File: src/rtl/mxm_pkg.sv
// Shared MxM definitions: default dimensions, feeder FSM state type and a width helper.
// Used by the operand feeder, its index counter and the downstream MxM/result logic.
package mxm_pkg;

    localparam int W_DEF = 8;
    localparam int N_DEF = 1000;
    localparam int M_DEF = 4;
    localparam int P_DEF = 4;

    typedef enum logic [1:0] {
        IDLE  = 2'd0,
        ARMED = 2'd1,
        RUN   = 2'd2,
        DRAIN = 2'd3
    } feed_state_t;

    // Bits needed to index v items; never below 1 so degenerate dimensions still get a port.
    function automatic int log2(input int v);
        int r;
        r = 1;
        for (int b = 1; b < 31; b++) begin
            if ((1 << b) < v) begin
                r = b + 1;
            end
        end
        return r;
    endfunction

endpackage

File: src/rtl/mxm_idx_counter.sv
// Nested k/j/i walker producing A and X read addresses incrementally (no multipliers).
// MXM_FEED_XCOL_EN selects column-major X storage (x_addr = j*N+k) instead of row-major (k*P+j).
module mxm_idx_counter
    import mxm_pkg::*;
#(
    parameter int N  = N_DEF,
    parameter int M  = M_DEF,
    parameter int P  = P_DEF,
    parameter int AW = log2(M * N),
    parameter int XW = log2(N * P),
    parameter int IW = log2(M),
    parameter int JW = log2(P),
    parameter int KW = log2(N)
) (
    input  logic          clk,
    input  logic          rst,
    input  logic          clr,
    input  logic          adv,
    output logic [AW-1:0] a_addr,
    output logic [XW-1:0] x_addr,
    output logic [IW-1:0] i,
    output logic [JW-1:0] j,
    output logic          k_last,
    output logic          last
);

`ifdef MXM_FEED_XCOL_EN
    localparam int XSTEP = 1;
`else
    localparam int XSTEP = P;
`endif

    logic [KW-1:0] k_reg;
    logic [JW-1:0] j_reg;
    logic [IW-1:0] i_reg;
    logic [AW-1:0] a_addr_reg;
    logic [AW-1:0] a_base_reg;
    logic [XW-1:0] x_addr_reg;
    logic          j_last;
    logic          i_last;

    assign k_last = (k_reg == KW'(N - 1));
    assign j_last = (j_reg == JW'(P - 1));
    assign i_last = (i_reg == IW'(M - 1));
    assign last   = k_last && j_last && i_last;

    always_ff @(posedge clk) begin
        if (rst || clr) begin
            k_reg      <= '0;
            j_reg      <= '0;
            i_reg      <= '0;
            a_addr_reg <= '0;
            a_base_reg <= '0;
            x_addr_reg <= '0;
        end else if (adv) begin
            if (!k_last) begin
                k_reg      <= k_reg + 1'b1;
                a_addr_reg <= a_addr_reg + 1'b1;
                x_addr_reg <= x_addr_reg + XW'(XSTEP);
            end else begin
                k_reg <= '0;
                if (!j_last) begin
                    // Same A row again; X moves to the next column.
                    j_reg      <= j_reg + 1'b1;
                    a_addr_reg <= a_base_reg;
`ifdef MXM_FEED_XCOL_EN
                    x_addr_reg <= x_addr_reg + 1'b1;
`else
                    x_addr_reg <= XW'(j_reg) + XW'(1);
`endif
                end else begin
                    j_reg      <= '0;
                    x_addr_reg <= '0;
                    if (i_last) begin
                        i_reg      <= '0;
                        a_addr_reg <= '0;
                        a_base_reg <= '0;
                    end else begin
                        i_reg      <= i_reg + 1'b1;
                        a_addr_reg <= a_addr_reg + 1'b1;
                        a_base_reg <= a_addr_reg + 1'b1;
                    end
                end
            end
        end
    end

    assign a_addr = a_addr_reg;
    assign x_addr = x_addr_reg;
    assign i      = i_reg;
    assign j      = j_reg;

endmodule

File: src/rtl/mxm_operand_feeder.sv
// Operand sequencer for the MxM stage: streams A/X pairs phase-locked to MxM's mod-N counter and
// tags each finished dot product with (row, col). MXM_FEED_XCOL_EN switches X to column-major.
module mxm_operand_feeder
    import mxm_pkg::*;
#(
    parameter int W = W_DEF,
    parameter int N = N_DEF,
    parameter int M = M_DEF,
    parameter int P = P_DEF
) (
    input  logic                   clk,
    input  logic                   rst,
    input  logic                   start,
    output logic                   busy,
    output logic                   done,
    output logic                   a_rd,
    output logic [log2(M*N)-1:0]   a_addr,
    input  logic [W-1:0]           a_rdata,
    output logic                   x_rd,
    output logic [log2(N*P)-1:0]   x_addr,
    input  logic [W-1:0]           x_rdata,
    output logic [W-1:0]           A,
    output logic [W-1:0]           X,
    output logic                   y_valid,
    output logic [log2(M)-1:0]     y_row,
    output logic [log2(P)-1:0]     y_col
);

    localparam int AW = log2(M * N);
    localparam int XW = log2(N * P);
    localparam int IW = log2(M);
    localparam int JW = log2(P);
    localparam int PW = log2(N);

    feed_state_t   state_reg;
    feed_state_t   state_next;
    logic [PW-1:0] ph_reg;
    logic          ph_last;

    logic          a_rd_reg, a_rd_next;
    logic          busy_reg, busy_next;
    logic          done_reg;
    logic          pres_reg;
    logic          pres_kl_reg;
    logic          pres_last_reg;
    logic [IW-1:0] pres_i_reg;
    logic [JW-1:0] pres_j_reg;
    logic          y_valid_reg;
    logic [IW-1:0] y_row_reg;
    logic [JW-1:0] y_col_reg;

    logic [AW-1:0] cnt_a_addr;
    logic [XW-1:0] cnt_x_addr;
    logic [IW-1:0] cnt_i;
    logic [JW-1:0] cnt_j;
    logic          cnt_k_last;
    logic          cnt_last;

    assign ph_last = (ph_reg == PW'(N - 1));

    // Free-running phase, an exact copy of MxM's n counter.
    always_ff @(posedge clk) begin
        if (rst) begin
            ph_reg <= '0;
        end else begin
            ph_reg <= ph_last ? '0 : ph_reg + 1'b1;
        end
    end

    mxm_idx_counter #(
        .N (N),
        .M (M),
        .P (P),
        .AW(AW),
        .XW(XW),
        .IW(IW),
        .JW(JW),
        .KW(PW)
    ) u_idx (
        .clk   (clk),
        .rst   (rst),
        .clr   (state_reg == IDLE),
        .adv   (a_rd_reg),
        .a_addr(cnt_a_addr),
        .x_addr(cnt_x_addr),
        .i     (cnt_i),
        .j     (cnt_j),
        .k_last(cnt_k_last),
        .last  (cnt_last)
    );

    always_ff @(posedge clk) begin
        if (rst) begin
            state_reg <= IDLE;
        end else begin
            state_reg <= state_next;
        end
    end

    // The done cycle is already IDLE, so done_reg blocks a start sampled in that cycle.
    always_comb begin
        state_next = state_reg;
        case (state_reg)
            IDLE:    if (start && !done_reg) state_next = ARMED;
            ARMED:   if (ph_last) state_next = RUN;
            RUN:     if (cnt_last) state_next = DRAIN;
            DRAIN:   state_next = IDLE;
            default: state_next = IDLE;
        endcase
    end

    always_comb begin
        a_rd_next = (state_next == RUN);
        busy_next = (state_next != IDLE);
    end

    // Tags ride along with each read: read cycle -> presentation cycle -> y_valid cycle.
    always_ff @(posedge clk) begin
        if (rst) begin
            a_rd_reg      <= 1'b0;
            busy_reg      <= 1'b0;
            done_reg      <= 1'b0;
            pres_reg      <= 1'b0;
            pres_kl_reg   <= 1'b0;
            pres_last_reg <= 1'b0;
            pres_i_reg    <= '0;
            pres_j_reg    <= '0;
            y_valid_reg   <= 1'b0;
            y_row_reg     <= '0;
            y_col_reg     <= '0;
        end else begin
            a_rd_reg      <= a_rd_next;
            busy_reg      <= busy_next;
            pres_reg      <= a_rd_reg;
            pres_kl_reg   <= a_rd_reg && cnt_k_last;
            pres_last_reg <= a_rd_reg && cnt_last;
            pres_i_reg    <= cnt_i;
            pres_j_reg    <= cnt_j;
            y_valid_reg   <= pres_kl_reg;
            y_row_reg     <= pres_kl_reg ? pres_i_reg : '0;
            y_col_reg     <= pres_kl_reg ? pres_j_reg : '0;
            done_reg      <= pres_last_reg;
        end
    end

    assign busy    = busy_reg;
    assign done    = done_reg;
    assign a_rd    = a_rd_reg;
    assign x_rd    = a_rd_reg;
    assign a_addr  = cnt_a_addr;
    assign x_addr  = cnt_x_addr;
    assign A       = pres_reg ? a_rdata : '0;
    assign X       = pres_reg ? x_rdata : '0;
    assign y_valid = y_valid_reg;
    assign y_row   = y_row_reg;
    assign y_col   = y_col_reg;

endmodule
File: config.mk
export PLATFORM = sky130hd
export DESIGN_NAME = mxm_operand_feeder
export DESIGN_NICKNAME = d
export VERILOG_FILES = /design/src/rtl/mxm_pkg.sv /design/src/rtl/mxm_idx_counter.sv /design/src/rtl/mxm_operand_feeder.sv
export SDC_FILE = /design/constraint.sdc
export NUM_CORES = 1
export LEC_CHECK = 0
export CAP_MARGIN = 40
export CORE_MARGIN = 5
export CORE_UTILIZATION = 50
export CTS_CLUSTER_DIAMETER = 50
export DETAILED_ROUTE_END_ITERATION = 7
export HOLD_SLACK_MARGIN = 0.06
export PLACE_DENSITY = 0.88
export SLEW_MARGIN = 20
export SYNTH_ARGS = -nofsm -noshare
export SYNTH_HDL_FRONTEND = slang
export SYNTH_HIERARCHICAL = 1
export SYNTH_SLANG_ARGS = --single-unit
File: constraint.sdc
create_clock -name clk -period 2 [get_ports clk]
set_clock_uncertainty 0.15 [all_clocks]
set_input_delay 0.3 -clock clk [delete_from_list [all_inputs] [get_ports clk]]
set_output_delay 0.3 -clock clk [all_outputs]
set_load 0.01 [all_outputs]
==> results of run 1 <==
[stage by stage]
step                      total power [mW]   util  instance area [um^2]  instances
after floorplan                       1.62      -                  3480        392
after global placement                1.68  0.640                  4350        560
after detailed placement              1.68  0.640                  4350        560
after CTS                             2.70  0.666                  4520        576
after global routing                  2.77  0.670                  4550        576
final                                 2.69  0.670                  4550        576
[routing by layer]
layer | global-route usage | share of wire | wire length [um]
met1 | 0.234 | 0.41 | 3530
met3 | 0.0491 | 0.082 | 711
met4 | 0.0891 | 0.017 | 148
met2 | 0.353 | 0.50 | 4310
met5 | 0 | 0 | 0
[placed cells by master, fill, tap and decap left out, types with 3 or more instances in the layout]
cell type and count:
a21oi_2 3, o21ai_0 6, a32o_1 3, xor2_1 16
nand4_1 12, and2_1 23, a222oi_1 3, nand3_1 15
nor3_1 11, buf_4 21, a31oi_1 3, clkdlybuf4s50_1 67
dfxtp_1 76, and4_1 5, ha_1 6, clkbuf_1 4
clkbuf_8 11, nor2_1 50, xnor2_1 16, nor2b_1 10
inv_1 9, and3_1 5, a21oi_1 26, nand2_1 33
[power by group through the flow]
stage	sequential, mW	combinational, mW	clock [mW]
after global placement	1.59	0.0892	0
after detailed placement	1.59	0.0921	0
after floorplan	1.59	0.0371	0
after CTS	1.55	0.0928	1.06
after global routing	1.55	0.101	1.12
final	1.55	0.0920	1.04
[final cells by class]
class | instances | area share
clock buffer | 15 | 0.0366
clock inverter | 1 | 0.00110
inverter | 10 | 0.00880
multi-input combinational | 288 | 0.403
sequential | 77 | 0.340
tap | 96 | 0.0264
timing repair buffer | 89 | 0.185
[path summary, 6_finish.rpt]
kind	end	slack [ps]	cells past startpoint
hold reg to reg	y_col[1]	290	1
setup / recovery	a_rd	80	2
setup reg to reg	u_idx/a_addr[10]	120	5
hold / removal	y_col[1]	290	1
[logic make-up after synthesis]
group / after synthesis / synth area share
muxes: 1 / 0.00288
adders and majority gates: 6 / 0.0216
xor gates and xnor gates: 32 / 0.0806
DFF: 77 / 0.443
AOI/OAI and AO/OA: 62 / 0.122
buffers and inverters: 27 / 0.0352
and+or+nand+nor: 187 / 0.295
==> flow_metrics.py, run 1 <==
metrics = {
    "hold_path": {
        "hold_class": "reg -> reg",
        "holdCritStartpoint": "pres_j_reg[1]",
    },
    "floorplanning": {
        "dieHeight_um": 93.4,
        "start_util": 0.512,
        "die-area_um2": 8720,
        "coreArea_um2": 6790,
        "die_w_um": 93.4,
        "ios": 68,
        "num_rows": 30,
    },
    "critical_path": {
        "crit_buf_inv": 2,
        "timing.rr.start": "u_idx/j[0]",
        "cp_max_fo": 14,
        "crit_type": "reg -> out",
        "worstPathCellList": "buf_6 > clkdlybuf4s50_1",
        "cp-end-kind": "primary output",
        "critPathTopFamily": "buffers and inverters",
        "worstSetupStartpointType": "register",
        "critPathSlowestCell": "clkdlybuf4s50_1",
        "startpoint": "a_rd",
        "arrival_ps": 1470,
        "cpPeakStageDelay_ps": 550,
        "cp.required_ps": 1550,
    },
    "timing": {
        "rsz0062_at_grt": "false",
        "slew_violations": 0,
        "min_period_ps": 1920,
        "hold_ws_ps": 290,
        "worst_slew_pin_slew_ps": 372,
        "clock.fmax_mhz": 521,
        "tns_ps": 0,
        "layout_setup_ws_ps": 79.1,
        "fin_crit_sh": 0.960,
        "relSlewSlack": 0.750,
        "hold_viol": 0,
        "setup_viol": 0,
    },
    "synth": {
        "ys_seq_elements": 77,
        "synth.distinct_cells": 58,
        "synth_area_leader_cell": "dfxtp_1",
        "synth_common_cells": "77 x dfxtp_1, 51 x nor2_1, 33 x nand2_1",
        "synthesis.instances": 392,
        "synth_top_flop_cell": "dfxtp_1",
        "synth_top_area_frac": 0.443,
        "ys_seq_area_frac": 0.443,
        "yosysMostFrequentCell": "dfxtp_1",
        "syn-cell-area_um2": 3480,
        "yosys_warnings": 6,
        "avgSynthCellArea_um2": 8.87,
        "synth_edf_count": 0,
        "syn-num-nets": 417,
        "netlist_top_cells_area": "dfxtp_1 44%, nor2_1 5.5%, and2_1 4.1%",
        "synth-async-reset-ratio": 0,
    },
    "global_routing": {
        "gr-total-overflow": 0,
        "grt_start_max_net_pins": 27,
        "antenna_found_initial": 0,
        "grt_pass1_vias": 3105,
        "grt_pass1_wl_um": 14200,
        "grt_usage": 0.203,
    },
    "routing": {
        "dr.pass1.iters": 4,
        "drc_errors": 0,
        "wl_um": 8700,
        "detail_route.wl_per_cell_um": 15.1,
        "via_per_inst": 5.49,
        "drtIter0Drc": 202,
        "ant_nets": 0,
        "num_vias": 3163,
    },
    "job": {
        "cap_violations": 0,
    },
    "place": {
        "dpl_worst_slack_ps": 90.5,
        "portBuffers": 67,
        "dp_hpwl_um": 6080,
        "gp_congestion": 0.836,
    },
    "clocking": {
        "tritoncts": "built",
        "clk_pin_slew_ps": 80,
        "holdBufCountCts": 0,
        "htreeDepth": 3,
        "clockBufferDepth": 2,
        "cts_root_buffer": "clkbuf_8",
        "cts_resized": 1,
        "cts.sinks": 77,
        "cts_made_buffers": 9,
        "post_cts_buffers": 0,
        "clock_latency_ps": 350,
    },
    "power": {
        "p_sw_mw": 0.577,
        "sw_frac_of_total": 0.215,
        "p_leak_nw": 1.61,
        "combPwrFrac": 0.034,
        "p_seq_frac": 0.577,
        "pwr-share-clk": 0.389,
        "ir_drop_mv": 0.364,
        "internal-power_mw": 2.11,
        "powerDensity_nw_per_um2": 590,
    },
    "finish": {
        "diodes": 0,
        "nFillCells": 547,
        "syn_to_final_growth_pct": 30.8,
        "nNetsFinal": 500,
        "seq_area_um2": 1550,
        "multi_input_area_um2": 1830,
        "drive_gt1_frac": 0.123,
    },
    "status": {
        "status": "complete, no violations",
    },
}
No activity file was read; power rests on OpenSTA's default activity.
==> run 2, diff against run 1 <==
- clock period: 2 -> 2.1 ns (I/O delays scaled with it)
==> flow_metrics.py, run 2 (synthesized netlist as in run 1, its figures left out) <==
metrics = {
    "critical_path": {
        "timing.rr.start": "u_idx/k_reg[0]",
        "critPathCapture": "u_idx/a_addr[4]",
        "arrival_ps": 2100,
        "cp_max_fo": 14,
        "worst_r2r_endpoint": "u_idx/a_addr[4]",
        "worstPathCellList": "ha_2 > and4b_4 > nand3_4 > inv_6 > o21ai_0 > a221oi_1 > nor2_1",
        "cpPeakStageDelay_ps": 410,
        "cp.required_ps": 2190,
        "crit_type": "reg -> reg",
        "reg2reg_depth": 7,
        "startpoint": "u_idx/k_reg[0]",
        "worstSetupStartpointType": "register",
        "critPathSlowestCell": "dfxtp_1",
        "cp-end-kind": "register",
        "r2r_slack_ps": 90,
    },
    "finish": {
        "drive_gt1_frac": 0.113,
        "layout_commonest_cell": "dfxtp_1",
        "layout_common_cells": "76 x dfxtp_1, 67 x clkdlybuf4s50_1, 51 x nor2_1, 33 x nand2_1, 26 x a21oi_1",
        "syn_to_final_growth_pct": 28.8,
        "final_core_util": 0.659,
        "nNetsFinal": 491,
        "diodes": 0,
    },
    "floorplanning": {
        "die_w_um": 93.4,
        "coreArea_um2": 6790,
        "die-area_um2": 8720,
        "start_util": 0.512,
        "dieHeight_um": 93.4,
        "ios": 68,
        "num_rows": 30,
    },
    "routing": {
        "dr.pass1.iters": 5,
        "drc_errors": 0,
        "via_per_inst": 5.57,
        "wl_um": 8580,
        "ant_nets": 0,
        "detail_route.wl_per_cell_um": 15.2,
        "drtIter0Drc": 181,
        "num_vias": 3153,
    },
    "clocking": {
        "post_cts_buffers": 0,
        "clockBufferDepth": 2,
        "clk_pin_slew_ps": 80,
        "cts.sinks": 77,
        "clock_latency_ps": 350,
        "htreeDepth": 3,
        "cts_made_buffers": 9,
        "tritoncts": "built",
        "cts_root_buffer": "clkbuf_8",
    },
    "global_routing": {
        "antenna_found_initial": 0,
        "gr-total-overflow": 0,
        "grt_pass1_vias": 3082,
        "grt_start_max_net_pins": 26,
        "grt_pass1_wl_um": 14100,
        "grt_usage": 0.200,
    },
    "power": {
        "power_mw": 2.52,
        "ir_drop_mv": 0.495,
        "p_leak_nw": 1.56,
        "powerDensity_nw_per_um2": 563,
    },
    "timing": {
        "setup_viol": 0,
        "hold_viol": 0,
        "fin_crit_sh": 0.957,
        "worst_slew_pin_slew_ps": 392,
        "slew_violations": 0,
        "layout_setup_ws_ps": 89.9,
        "min_period_ps": 2010,
        "tns_ps": 0,
        "relSlewSlack": 0.738,
        "clock.fmax_mhz": 497,
    },
    "place": {
        "dp_hpwl_um": 6150,
        "dpl_worst_slack_ps": 40.8,
        "gp_congestion": 0.793,
        "portBuffers": 67,
    },
    "job": {
        "cap_violations": 0,
    },
    "status": {
        "status": "complete, no violations",
    },
    "hold_path": {
        "hold_class": "reg -> reg",
    },
}
-- run 2: cell types whose count changed in the layout (fill, tap and decap cells not counted), sizes merged --
cell and change:
clkinv +3, inv +1, buf -9, clkinvlp +1, clkbuf -6
-- run 2: layout make-up --
cell class,count,area [um^2]
timing repair buffer,80,781
inverter,10,42.5
sequential,77,1540
tap,96,120
multi-input combinational,288,1830
clock buffer,9,124
fill,534,2310
clock inverter,6,40.0
-- run 2: worst min-delay path by stage --
| stage | startpoint | endpoint | slack, ps | cells after the start |
|---|---|---|---|---|
| finish | pres_j_reg[1] | y_col[1] | 280 | 1 |
| global route | pres_j_reg[1] | y_col[1] | 300 | 1 |
| CTS | pres_j_reg[1] | y_col[1] | 280 | 1 |
| detailed placement | pres_j_reg[1] | y_col[1] | 270 | 1 |
| global placement | pres_j_reg[1] | y_col[1] | 260 | 1 |
| floorplan | rst | pres_reg | 250 | 1 |
-- run 2: where the power goes --
part	switching [mW]	leakage, nW	internal, mW
registers	0.00978	0.622	1.47
logic	0.0404	0.850	0.0482
clock network	0.533	0.0852	0.421
total	0.583	1.56	1.94
-- run 2: repair_timing --
action,CTS,global route
endpoints found under the setup margin,3,15
gates resized for setup,1,6
gates cloned,0,0
hold buffers,0,0
-- run 2: metrics by stage --
stage                     instance area (um^2)  hold slack [ps]  cells
after floorplan                           3480              251    392
after global placement                    4290              260    551
after detailed placement                  4290              266    551
after CTS                                 4460              284    566
after global routing                      4480              301    566
final                                     4480              280    566
-- run 2: metal layers --
metal | vias up | share of wire | GRT usage | routed length, um
li1 | 1515 | - | - | -
met1 | 1471 | 0.40 | 0.232 | 3440
met2 | 142 | 0.50 | 0.346 | 4260
met3 | 25 | 0.083 | 0.0579 | 714
met4 | 0 | 0.019 | 0.0781 | 164
met5 | - | 0 | 0 | 0
-- run 2: worst max-delay path: cells and delay by family (launching register included) --
family	cells	cell delay, ps
DFF	1	410
AOI/OAI and AO/OA	2	460
and+or+nand+nor	3	490
adders and majority gates	1	240
buffers and inverters	1	150
==> run 3, diff against run 2 <==
- SYNTH_HIERARCHICAL: 1 -> default
==> flow_metrics.py, run 3 <==
metrics = {
    "synth": {
        "synth_area_leader_cell": "dfxtp_1",
        "synth_top_area_frac": 0.448,
        "synth-async-reset-ratio": 0,
        "yosys_warnings": 0,
        "yosysMostFrequentCell": "dfxtp_1",
        "netlist_top_cells_area": "dfxtp_1 45%, nor2_1 6.0%, xor2_1 5.3%",
        "syn-num-nets": 426,
        "ys_seq_elements": 77,
        "synth_edf_count": 0,
        "syn-cell-area_um2": 3440,
        "synth_top_flop_cell": "dfxtp_1",
        "avgSynthCellArea_um2": 8.59,
        "synth.distinct_cells": 47,
        "synthesis.instances": 401,
        "ys_seq_area_frac": 0.448,
        "synth_common_cells": "77 x dfxtp_1, 55 x nor2_1, 30 x nand2_1",
    },
    "job": {
        "cap_violations": 0,
    },
    "timing": {
        "min_period_ps": 2020,
        "clock.fmax_mhz": 496,
        "layout_setup_ws_ps": 82.3,
        "rsz0062_at_grt": "false",
        "relSlewSlack": 0.710,
        "hold_viol": 0,
        "slew_violations": 0,
        "fin_crit_sh": 0.961,
        "worst_slew_pin_slew_ps": 429,
        "setup_viol": 0,
    },
    "finish": {
        "diodes": 0,
        "final_core_util": 0.658,
        "syn_to_final_growth_pct": 29.1,
        "layout_common_cells": "75 x dfxtp_1, 67 x clkdlybuf4s50_1, 55 x nor2_1, 30 x nand2_1, 29 x a21oi_1",
        "post-route-cell-area_um2": 4450,
        "nFillCells": 557,
        "layout_commonest_cell": "dfxtp_1",
        "drive_gt1_frac": 0.102,
        "seq_area_um2": 1540,
        "nNetsFinal": 501,
        "multi_input_area_um2": 1820,
    },
    "routing": {
        "ant_nets": 0,
        "detail_route.wl_per_cell_um": 14.5,
        "dr.pass1.iters": 5,
        "wl_um": 8140,
        "drc_errors": 0,
        "drtIter0Drc": 165,
        "num_vias": 3164,
        "via_per_inst": 5.65,
    },
    "critical_path": {
        "r2r_slack_ps": 80,
        "crit_buf_inv": 0,
        "cp_max_fo": 12,
        "critPathSlowestCell": "and4_1",
        "cp.required_ps": 2190,
        "worstPathCellList": "and4_1 > and3_4 > a21boi_0 > o32ai_1 > a21oi_1",
        "critPathTopFamily": "simple AND/OR/NAND/NOR gates",
        "cp-end-kind": "register",
        "worst_r2r_endpoint": "u_idx.a_addr[6]",
        "timing.rr.start": "u_idx.k_reg[6]",
        "arrival_ps": 2110,
        "crit_type": "reg -> reg",
        "cpPeakStageDelay_ps": 450,
        "worstSetupStartpointType": "register",
        "reg2reg_depth": 5,
    },
    "clocking": {
        "cts_root_buffer": "clkbuf_8",
        "htreeDepth": 3,
        "cts.sinks": 77,
        "clockBufferDepth": 2,
        "cts_made_buffers": 9,
        "clk_pin_slew_ps": 80,
        "tritoncts": "built",
        "clock_latency_ps": 350,
    },
    "floorplanning": {
        "coreArea_um2": 6760,
        "start_util": 0.510,
        "die_w_um": 93,
        "num_rows": 30,
        "die-area_um2": 8650,
        "dieHeight_um": 93,
        "ios": 68,
    },
    "power": {
        "powerDensity_nw_per_um2": 570,
        "p_leak_nw": 1.54,
        "ir_drop_mv": 0.336,
    },
    "hold_path": {
        "holdCritStartpoint": "pres_j_reg[1]",
        "hold_class": "reg -> reg",
        "min_path_cells": 1,
        "min_to": "y_col[1]",
    },
    "global_routing": {
        "gr-total-overflow": 0,
        "grt_pass1_wl_um": 13400,
        "antenna_found_initial": 0,
        "grt_usage": 0.190,
        "grt_pass1_vias": 2995,
        "grt_start_max_net_pins": 22,
    },
    "place": {
        "dpl_worst_slack_ps": -142,
        "dp_hpwl_um": 5840,
        "gp_congestion": 0.857,
        "portBuffers": 67,
        "placed_area_um2": 4240,
    },
    "status": {
        "status": "complete, no violations",
    },
}
==> run 3: cell types whose count changed in the layout (fill, tap and decap cells not counted), moves of 4 or more <==
| cell | previous run | this run |
|---|---|---|
| nor3_1 | 11 | 18 |
| inv_1 | 9 | 3 |
| nor2_1 | 51 | 55 |
| xor2_1 | 16 | 21 |
| a21oi_2 | 4 | 0 |
| nand2b_1 | 1 | 5 |
| a22oi_1 | 2 | 6 |
| xnor2_1 | 16 | 12 |
| buf_4 | 12 | 18 |
| or3_1 | 2 | 9 |
| nand3_1 | 15 | 19 |
==> run 3: how the worst max path moves through the flow <==
stage                               start             endpoint  slack [ps]  cells after the start
after floorplan           u_idx.a_addr[0]      u_idx.a_addr[8]         150                      6
after global placement     u_idx.k_reg[0]      u_idx.a_addr[6]           3                      6
after detailed placement   u_idx.k_reg[0]      u_idx.a_addr[6]        -140                      6
after CTS                  u_idx.k_reg[0]      u_idx.a_addr[0]          20                      6
after global routing       u_idx.k_reg[0]  u_idx.a_base_reg[0]          30                      7
final                      u_idx.k_reg[6]      u_idx.a_addr[6]          80                      5
==> run 3: layout make-up <==
class / count / area share
sequential: 77 / 0.347
inverter: 3 / 0.00253
timing repair buffer: 85 / 0.181
clock inverter: 4 / 0.00563
clock buffer: 11 / 0.0318
tap: 80 / 0.0225
multi-input combinational: 300 / 0.409
==> run 3: per-stage QoR <==
stage | power (mW) | TNS [ps] | cells | hold WS (ps)
2_1_floorplan | 1.54 | 0 | 401 | 237
3_3_place_gp | 1.59 | 0 | 544 | 261
3_5_place_dp | 1.60 | -268 | 544 | 264
4_1_cts | 2.55 | 0 | 559 | 281
5_1_grt | 2.63 | 0 | 560 | 299
6_report | 2.53 | 0 | 560 | 278
==> run 3: report_power, final <==
part / leakage (nW) / internal, mW / switching [mW]
sequential: 0.622 / 1.47 / 0.00766
clock: 0.0812 / 0.451 / 0.522
combinational: 0.838 / 0.0477 / 0.0394
total: 1.54 / 1.97 / 0.569
==> run 3: kinds of logic (layout without fill, tap and decap cells) <==
group | after synthesis | after routing | synth area share
buf+inv | 24 | 103 | 0.0323
simple gates | 201 | 201 | 0.304
xor+xnor | 33 | 33 | 0.0839
flops | 77 | 77 | 0.448
fa+ha+maj | 6 | 6 | 0.0218
compound gates | 58 | 58 | 0.104
mux | 2 | 2 | 0.00617
==> run 3: per-layer routing <==
layer,track usage,wire length (um),share of wire
met1,0.232,3500,0.43
met2,0.313,3810,0.47
met3,0.0467,639,0.079
met4,0.0952,191,0.023
met5,0,0,0
==> run 3: timing repair <==
action,4_1_cts,5_1_grt
buffers inserted,0,1
hold endpoints to repair,0,0
cloned,0,0
endpoints found under the setup margin,7,17
resized for setup,3,5
hold buffers,0,0
